**src/rtl/mult_div_if.sv**
```systemverilog
`default_nettype none
// ============================================================================
//  Module      : mult_div_if
//  Description : Request/result bundle between execute-stage control and the
//                iterative multiply/divide unit that owns HI/LO.
//  Revision    : 1.0 - initial release
// ============================================================================
interface mult_div_if #(
    parameter int DATA_W = 32
);
    logic              start_md_i;
    logic [2:0]        op_md_i;
    logic [DATA_W-1:0] opr_a_md_i;
    logic [DATA_W-1:0] opr_b_md_i;
    logic              busy_md_o;
    logic              done_md_o;
    logic [DATA_W-1:0] hi_md_o;
    logic [DATA_W-1:0] lo_md_o;

    // Control side: issues ops, observes busy/done and reads HI/LO
    modport master (
        output start_md_i, op_md_i, opr_a_md_i, opr_b_md_i,
        input  busy_md_o, done_md_o, hi_md_o, lo_md_o
    );

    // Unit side
    modport slave (
        input  start_md_i, op_md_i, opr_a_md_i, opr_b_md_i,
        output busy_md_o, done_md_o, hi_md_o, lo_md_o
    );
endinterface
`default_nettype wire

```
**src/rtl/mult_div.sv**
```systemverilog
`default_nettype none
// ============================================================================
//  Module      : mult_div
//  Description : Iterative MULT/MULTU/DIV/DIVU unit plus MTHI/MTLO, owning
//                the HI/LO register pair. One shift-add or restoring
//                shift-subtract step per cycle on a 2*DATA_W accumulator,
//                operating on magnitudes with a final sign fixup.
//  Revision    : 1.0 - initial release
// ============================================================================
module mult_div #(
    parameter int DATA_W = 32
) (
    input  wire logic clk,
    input  wire logic reset,
    mult_div_if.slave md
);

    localparam int                 c_cnt_w = $clog2(DATA_W + 1);
    localparam logic [c_cnt_w-1:0] c_last  = c_cnt_w'(DATA_W - 1);

    typedef enum logic [1:0] {
        c_idle  = 2'd0,
        c_run   = 2'd1,
        c_fixup = 2'd2
    } state_t;

    state_t              r_state;
    logic [c_cnt_w-1:0]  r_cnt;
    logic                r_is_div;
    logic                r_neg_q;
    logic                r_neg_r;
    logic                r_div0;
    logic [DATA_W-1:0]   r_opnd;     // multiplicand (mul) or divisor (div) magnitude
    logic [2*DATA_W-1:0] r_acc;      // mul: {partial product, multiplier}; div: {remainder, dividend/quotient}
    logic [DATA_W-1:0]   r_hi;
    logic [DATA_W-1:0]   r_lo;
    logic                r_done;

    // Operand decode and magnitude conversion (op[0]=0 selects the signed form)
    logic              w_signed;
    logic              w_a_neg;
    logic              w_b_neg;
    logic [DATA_W-1:0] w_a_mag;
    logic [DATA_W-1:0] w_b_mag;

    assign w_signed = ~md.op_md_i[0];
    assign w_a_neg  = w_signed & md.opr_a_md_i[DATA_W-1];
    assign w_b_neg  = w_signed & md.opr_b_md_i[DATA_W-1];
    assign w_a_mag  = w_a_neg ? -md.opr_a_md_i : md.opr_a_md_i;
    assign w_b_mag  = w_b_neg ? -md.opr_b_md_i : md.opr_b_md_i;

    // Iteration datapath
    logic [DATA_W:0]     w_mul_sum;
    logic [DATA_W:0]     w_div_diff;
    logic [2*DATA_W-1:0] w_step;

    assign w_mul_sum  = {1'b0, r_acc[2*DATA_W-1:DATA_W]} + (r_acc[0] ? {1'b0, r_opnd} : '0);
    assign w_div_diff = r_acc[2*DATA_W-1:DATA_W-1] - {1'b0, r_opnd};
    // A borrow out of the trial subtraction means "restore": shift in a 0 quotient bit
    assign w_step = !r_is_div    ? {w_mul_sum, r_acc[DATA_W-1:1]} :
                    w_div_diff[DATA_W] ? {r_acc[2*DATA_W-2:0], 1'b0} :
                                         {w_div_diff[DATA_W-1:0], r_acc[DATA_W-2:0], 1'b1};

    // Sign fixup
    logic [2*DATA_W-1:0] w_prod_fix;
    logic [DATA_W-1:0]   w_quot_fix;
    logic [DATA_W-1:0]   w_rem_fix;

    assign w_prod_fix = r_neg_q ? -r_acc : r_acc;
    assign w_quot_fix = r_neg_q ? -r_acc[DATA_W-1:0] : r_acc[DATA_W-1:0];
    assign w_rem_fix  = r_neg_r ? -r_acc[2*DATA_W-1:DATA_W] : r_acc[2*DATA_W-1:DATA_W];

    // Control FSM, iteration state and HI/LO register pair
    always_ff @(posedge clk or posedge reset) begin
        if (reset) begin
            r_state  <= c_idle;
            r_cnt    <= '0;
            r_is_div <= 1'b0;
            r_neg_q  <= 1'b0;
            r_neg_r  <= 1'b0;
            r_div0   <= 1'b0;
            r_opnd   <= '0;
            r_acc    <= '0;
            r_hi     <= '0;
            r_lo     <= '0;
            r_done   <= 1'b0;
        end else begin
            r_done <= 1'b0;
            case (r_state)
                c_idle: begin
                    if (md.start_md_i) begin
                        if (!md.op_md_i[2]) begin
                            r_is_div <= md.op_md_i[1];
                            r_neg_q  <= w_a_neg ^ w_b_neg;
                            r_neg_r  <= w_a_neg;
                            r_div0   <= md.op_md_i[1] && (md.opr_b_md_i == '0);
                            r_cnt    <= '0;
                            r_state  <= c_run;
                            if (md.op_md_i[1]) begin
                                r_acc  <= {{DATA_W{1'b0}}, w_a_mag};
                                r_opnd <= w_b_mag;
                            end else begin
                                r_acc  <= {{DATA_W{1'b0}}, w_b_mag};
                                r_opnd <= w_a_mag;
                            end
                        end else if (md.op_md_i == 3'b100) begin
                            r_hi <= md.opr_a_md_i;
                        end else if (md.op_md_i == 3'b101) begin
                            r_lo <= md.opr_a_md_i;
                        end
                    end
                end
                c_run: begin
                    r_acc <= w_step;
                    r_cnt <= r_cnt + 1'b1;
                    if (r_cnt == c_last) begin
                        r_state <= c_fixup;
                    end
                end
                c_fixup: begin
                    if (r_div0) begin
                        // With a zero divisor every trial subtract succeeds, so the
                        // remainder is |a|; the neg_r fixup restores a as issued.
                        r_lo <= '1;
                        r_hi <= w_rem_fix;
                    end else if (r_is_div) begin
                        r_lo <= w_quot_fix;
                        r_hi <= w_rem_fix;
                    end else begin
                        {r_hi, r_lo} <= w_prod_fix;
                    end
                    r_done  <= 1'b1;
                    r_state <= c_idle;
                end
                default: r_state <= c_idle;
            endcase
        end
    end

    assign md.busy_md_o = (r_state != c_idle);
    assign md.done_md_o = r_done;
    assign md.hi_md_o   = r_hi;
    assign md.lo_md_o   = r_lo;

endmodule
`default_nettype wire

```
**src/flat_wrapper.sv**
```systemverilog
// flat-port wrapper written by rule: the top's interface ports become plain ports
module mult_div_flat 
#(
    parameter int DATA_W = 32
)
  (clk, reset, md_start_md_i, md_op_md_i, md_opr_a_md_i, md_opr_b_md_i, md_busy_md_o, md_done_md_o, md_hi_md_o, md_lo_md_o);
  mult_div_if #(.DATA_W(DATA_W)) md_i ();
  input  wire logic clk;
  input  wire logic reset;
  input wire logic [$bits(md_i.start_md_i)-1:0] md_start_md_i;
  input wire logic [$bits(md_i.op_md_i)-1:0] md_op_md_i;
  input wire logic [$bits(md_i.opr_a_md_i)-1:0] md_opr_a_md_i;
  input wire logic [$bits(md_i.opr_b_md_i)-1:0] md_opr_b_md_i;
  output wire logic [$bits(md_i.busy_md_o)-1:0] md_busy_md_o;
  output wire logic [$bits(md_i.done_md_o)-1:0] md_done_md_o;
  output wire logic [$bits(md_i.hi_md_o)-1:0] md_hi_md_o;
  output wire logic [$bits(md_i.lo_md_o)-1:0] md_lo_md_o;
  assign md_i.start_md_i = md_start_md_i;
  assign md_i.op_md_i = md_op_md_i;
  assign md_i.opr_a_md_i = md_opr_a_md_i;
  assign md_i.opr_b_md_i = md_opr_b_md_i;
  assign md_busy_md_o = md_i.busy_md_o;
  assign md_done_md_o = md_i.done_md_o;
  assign md_hi_md_o = md_i.hi_md_o;
  assign md_lo_md_o = md_i.lo_md_o;
  mult_div #(.DATA_W(DATA_W)) u_core (.clk(clk), .reset(reset), .md(md_i));
endmodule
```
**config.mk**
```make
export PLATFORM = sky130hd
export DESIGN_NAME = mult_div_flat
export DESIGN_NICKNAME = d
export VERILOG_FILES = /design/src/rtl/mult_div_if.sv /design/src/rtl/mult_div.sv /design/src/flat_wrapper.sv
export SDC_FILE = /design/constraint.sdc
export NUM_CORES = 1
export LEC_CHECK = 0
export CAP_MARGIN = 20
export CORE_AREA = 2 2 146 177
export CTS_BUF_LIST = sky130_fd_sc_hd__clkbuf_8
export CTS_CLUSTER_SIZE = 14
export DETAILED_ROUTE_END_ITERATION = 16
export DIE_AREA = 0 0 148 179
export MAX_ROUTING_LAYER = met4
export PLACE_DENSITY = 0.79
export SLEW_MARGIN = 20
export SYNTH_ARGS = -nofsm -noshare
export SYNTH_HDL_FRONTEND = slang
export SYNTH_SLANG_ARGS = --single-unit
```
**constraint.sdc**
```tcl
create_clock -name clk -period 7.5 [get_ports clk]
set_input_delay 1.875 -clock clk [delete_from_list [all_inputs] [get_ports clk]]
set_output_delay 1.875 -clock clk [all_outputs]
set_load 0.01 [all_outputs]
```
==> impl_results.md <==
* Number of enable flip-flop cells after synthesis at 0
* Die Footprint at roughly 0.026 sq mm
* Post-Layout Cell Count at roughly 2.3k
* Least-Margin Pin Slew at around 1100 ps
* DIE HEIGHT at 179 um
* Hold Slack at just under 500 ps
* Final hold viol count at 0
* Number of H-tree levels at 4
* Register clock-pin slew on the reported worst setup and hold paths at 100 ps
* Status: completed
* Wire length of the first global-routing pass at a little over 80,000 um
* Yosys top cell by area: dfrtp_1
* Sequential element share of the synthesized area at between 20% and 30%
* Post-route met1 wirelength at 20,100 um
* Via-to-Cell Ratio at between 6 and 7
* Via count of the first global-routing pass at approximately 14k
* Root cell of the clock tree: clkbuf_8
* Yosys warnings at 0
* Biggest area contributors in the synthesized netlist: dfrtp_1 29%, a21oi_1 6.6%, o21ai_0 6.2%
* Buffers & Inverters on Critical Path at 1
* Critical Path Max Stage Delay at 870 ps
* Critical path peak fanout at 31
* Number of design-rule violations left by the first detailed-router iteration at between 1.5k and 2k
* RSZ-0062 raised after global routing: false
* Synth top cells by count: 195 x a21oi_1, 184 x o21ai_0, 173 x dfrtp_1
* Die outline width at roughly 150 um
* Final routed DRC violation total at 0
* Arrival time of data at the critical path endpoint at between 4000 and 5000 ps
* Post-Syn Nets at 2,003
* Post-DP HPWL at about 40,000 um
* Post-synthesis sequential element count at 173
* Length of routed met3 wiring at around 4300 um
* Fmax achieved at 222 MHz
* Power, Total at 8.26 mW
* Worst slew margin at between 20 and 25%
* Wire length on met2 at around 26,000 um
* Std-Cell Core Area at about 0.025 sq mm
* Worst setup SP type: flip-flop
* Clk sink count at 173
* Pre-antenna DRT Iters at 6
* Highest metal layer with signal wires: met4
* Via count at ~15k
* Number of pins exceeding their max-slew limit in the final report at 0
* Number of distinct library cells after synthesis at just under 80
* Kind of cell adding the most delay to the critical path: compound AO/OA/AOI/OAI gates
* Final setup vio count at 0
* Initial antenna violation count at 0
* Maximum number of buffers from clock root to sink at 2
* Gates resized, CTS repair at 0
* Initial core utilization at 59.6%
* Per-instance average area after synthesis at between 7 and 8 sq um
* Remaining global-route overflow at 0
* Total of fill cells in the finished design at 2,230
* Post-CTS Setup Repair Bufs at 0
* Clk Latency, worst-skew pair at 490 ps
* CP required at between 7000 and 8000 ps
* Crit-path slowest cell: inv_1
* Remaining number of nets flagged by the antenna check after routing at 0
* Number of CTS-inserted buffers at 17
* Cell breakdown of the critical path: inv_1 -> nor2_1 -> ha_1 -> o211ai_1 -> a21oi_1 -> o21ai_0 -> a21oi_1 -> a2111oi_0 -> o21ai_0 -> xor2_1 -> o22ai_1 -> nor3_1
* Ant. Diodes at 0
* Total GRT Usage at 41.6%
* Library cell with the highest instance count after synthesis: a21oi_1
* Max Clock Skew at between 15 and 20 ps
* Power density relative to cell area at about 490 mW/mm^2
* Maximum number of pins on one net before global-route repair at 98
* TritonCTS clock tree: yes
* Row count at 64
* Kind of capture point of the worst setup path: flip-flop
* Post-synthesis to final-layout area growth at 12.4%
* Leakage at between 6 and 7 nW
* Wirelength per Cell at roughly 24 um
* IO Count at 136
* Peak ir drop on the vdd network at around 280 uV
* Post-Route Setup TNS at 0 ps
* Hold/Removal Path Class: flip-flop to flip-flop
* Category of the most critical setup path: flip-flop to flip-flop
* Final weighted congestion of routability-driven global placement at 1.02
* Number of buffer cells added on primary ports at roughly 140
* Period Utilization, post-route at between 60% and 70%
* Share of the synthesized area in the top cell type at between 20% and 30%
* Total of max-cap violations at 0
* Predominant post-synthesis flop cell: dfrtp_1
* Fraction of layout instances using a drive strength above 1 at under 10%
* Tmin final at between 4000 and 5000 ps
* Async set or reset register ratio after synthesis at 100%
* Cells after Synth at 1,862
* Fin nets at around 2.1k
* Routed wire length at roughly 54,000 um
* Synthesized area at 0.0149 sq mm
* Instance count after placement with tap cells included at 2,222
* Hold-fix buffers at CTS at 0
## worst min-delay path, stage by stage (launching register included)
cell and delay, ps:
dfrtp_1 350, nand2_1 50, o21ai_0 60
## through the flow
step                      setup slack [ps]  cell area, sq um  utilization, %
after floorplan                        937             14900               -
after global placement                2750             16300            65.3
after detailed placement              2640             16300            65.3
after CTS                             3070             16700            66.8
after global routing                  2840             16700            67.0
final                                 3000             16700            67.0
## layout make-up
| class | instances | area, sq um | area share, % |
|---|---|---|---|
| tap | 330 | 413 | 2.47 |
| timing repair buffer | 152 | 1490 | 8.93 |
| clock buffer | 19 | 262 | 1.56 |
| clock inverter | 13 | 115 | 0.688 |
| sequential | 173 | 4330 | 25.9 |
| inverter | 61 | 234 | 1.40 |
| multi-input combinational | 1507 | 9880 | 59.1 |
## cells in the final DEF, fill, tap and decap left out, drive strengths merged, types with 10 or more instances in the layout
| master | count |
|---|---|
| dfrtp | 173 |
| xnor2 | 85 |
| or4 | 16 |
| nand2b | 19 |
| nand3 | 24 |
| inv | 63 |
| a21o | 29 |
| clkdlybuf4s50 | 134 |
| nor2b | 19 |
| nand2 | 152 |
| mux2i | 75 |
| a211oi | 31 |
| nand4 | 17 |
| o31ai | 28 |
| and2 | 13 |
| buf | 18 |
| a22oi | 63 |
| xor2 | 87 |
| ha | 69 |
| a31oi | 14 |
| or3 | 12 |
| clkbuf | 19 |
| o21ai | 192 |
| a21oi | 195 |
| nor3 | 48 |
| and3 | 23 |
| nor2 | 146 |
| nor4 | 14 |
| o221ai | 10 |
| o211ai | 27 |
## per-layer routing
metal,vias up,GRT usage [%]
met4,0,25.7
met3,212,5.42
met2,799,67.9
met5,-,-
li1,6891,-
met1,7266,49.0
## sequential cells by signal, indices dropped and copies added (netlist names), 2 cells and up
| register | count |
|---|---|
| u_core.r_acc | 64 |
| u_core.r_cnt | 6 |
| u_core.md.hi_md_o | 32 |
| u_core.r_state | 2 |
| u_core.md.lo_md_o | 32 |
| u_core.r_opnd | 32 |
## logic make-up (layout without fill, tap and decap cells)
family / after synthesis / after routing / synth area share (%)
AND/OR/NAND/NOR: 533 / 533 / 17.8
buffers and inverters: 182 / 245 / 4.69
flip-flops: 173 / 173 / 29.1
adder cells (fa/ha/maj): 71 / 71 / 6.07
XOR/XNOR: 172 / 172 / 10.1
multiplexers: 78 / 78 / 5.27
AO/OA/AOI/OAI: 653 / 653 / 27.0
## path summary, 6_finish.rpt
check                                                  from  cells after the start                                to  slack (ps)
setup / recovery                u_core.r_acc[0]$_DFFE_PP0P_                     12      u_core.r_acc[59]$_DFFE_PP0P_        3000
hold / removal             u_core.md.hi_md_o[0]$_DFFE_PP0P_                      2  u_core.md.hi_md_o[0]$_DFFE_PP0P_         500
setup reg to reg                u_core.r_acc[0]$_DFFE_PP0P_                     12      u_core.r_acc[59]$_DFFE_PP0P_        3000
hold reg to reg            u_core.md.hi_md_o[0]$_DFFE_PP0P_                      2  u_core.md.hi_md_o[0]$_DFFE_PP0P_         500
max in group asynchronous                             reset                      3       u_core.r_is_div$_DFFE_PP0P_        4440
min in group asynchronous                             reset                      2  u_core.md.lo_md_o[7]$_DFFE_PP0P_        1700
## power by group
group / switching, mW / total, mW / internal [mW]
Clock: 0.385 / 0.666 / 0.281
Combinational: 3.26 / 5.57 / 2.31
Sequential: 0.639 / 2.02 / 1.38
Total: 4.28 / 8.26 / 3.97
Note: power is estimated with default switching activity, not from simulation.
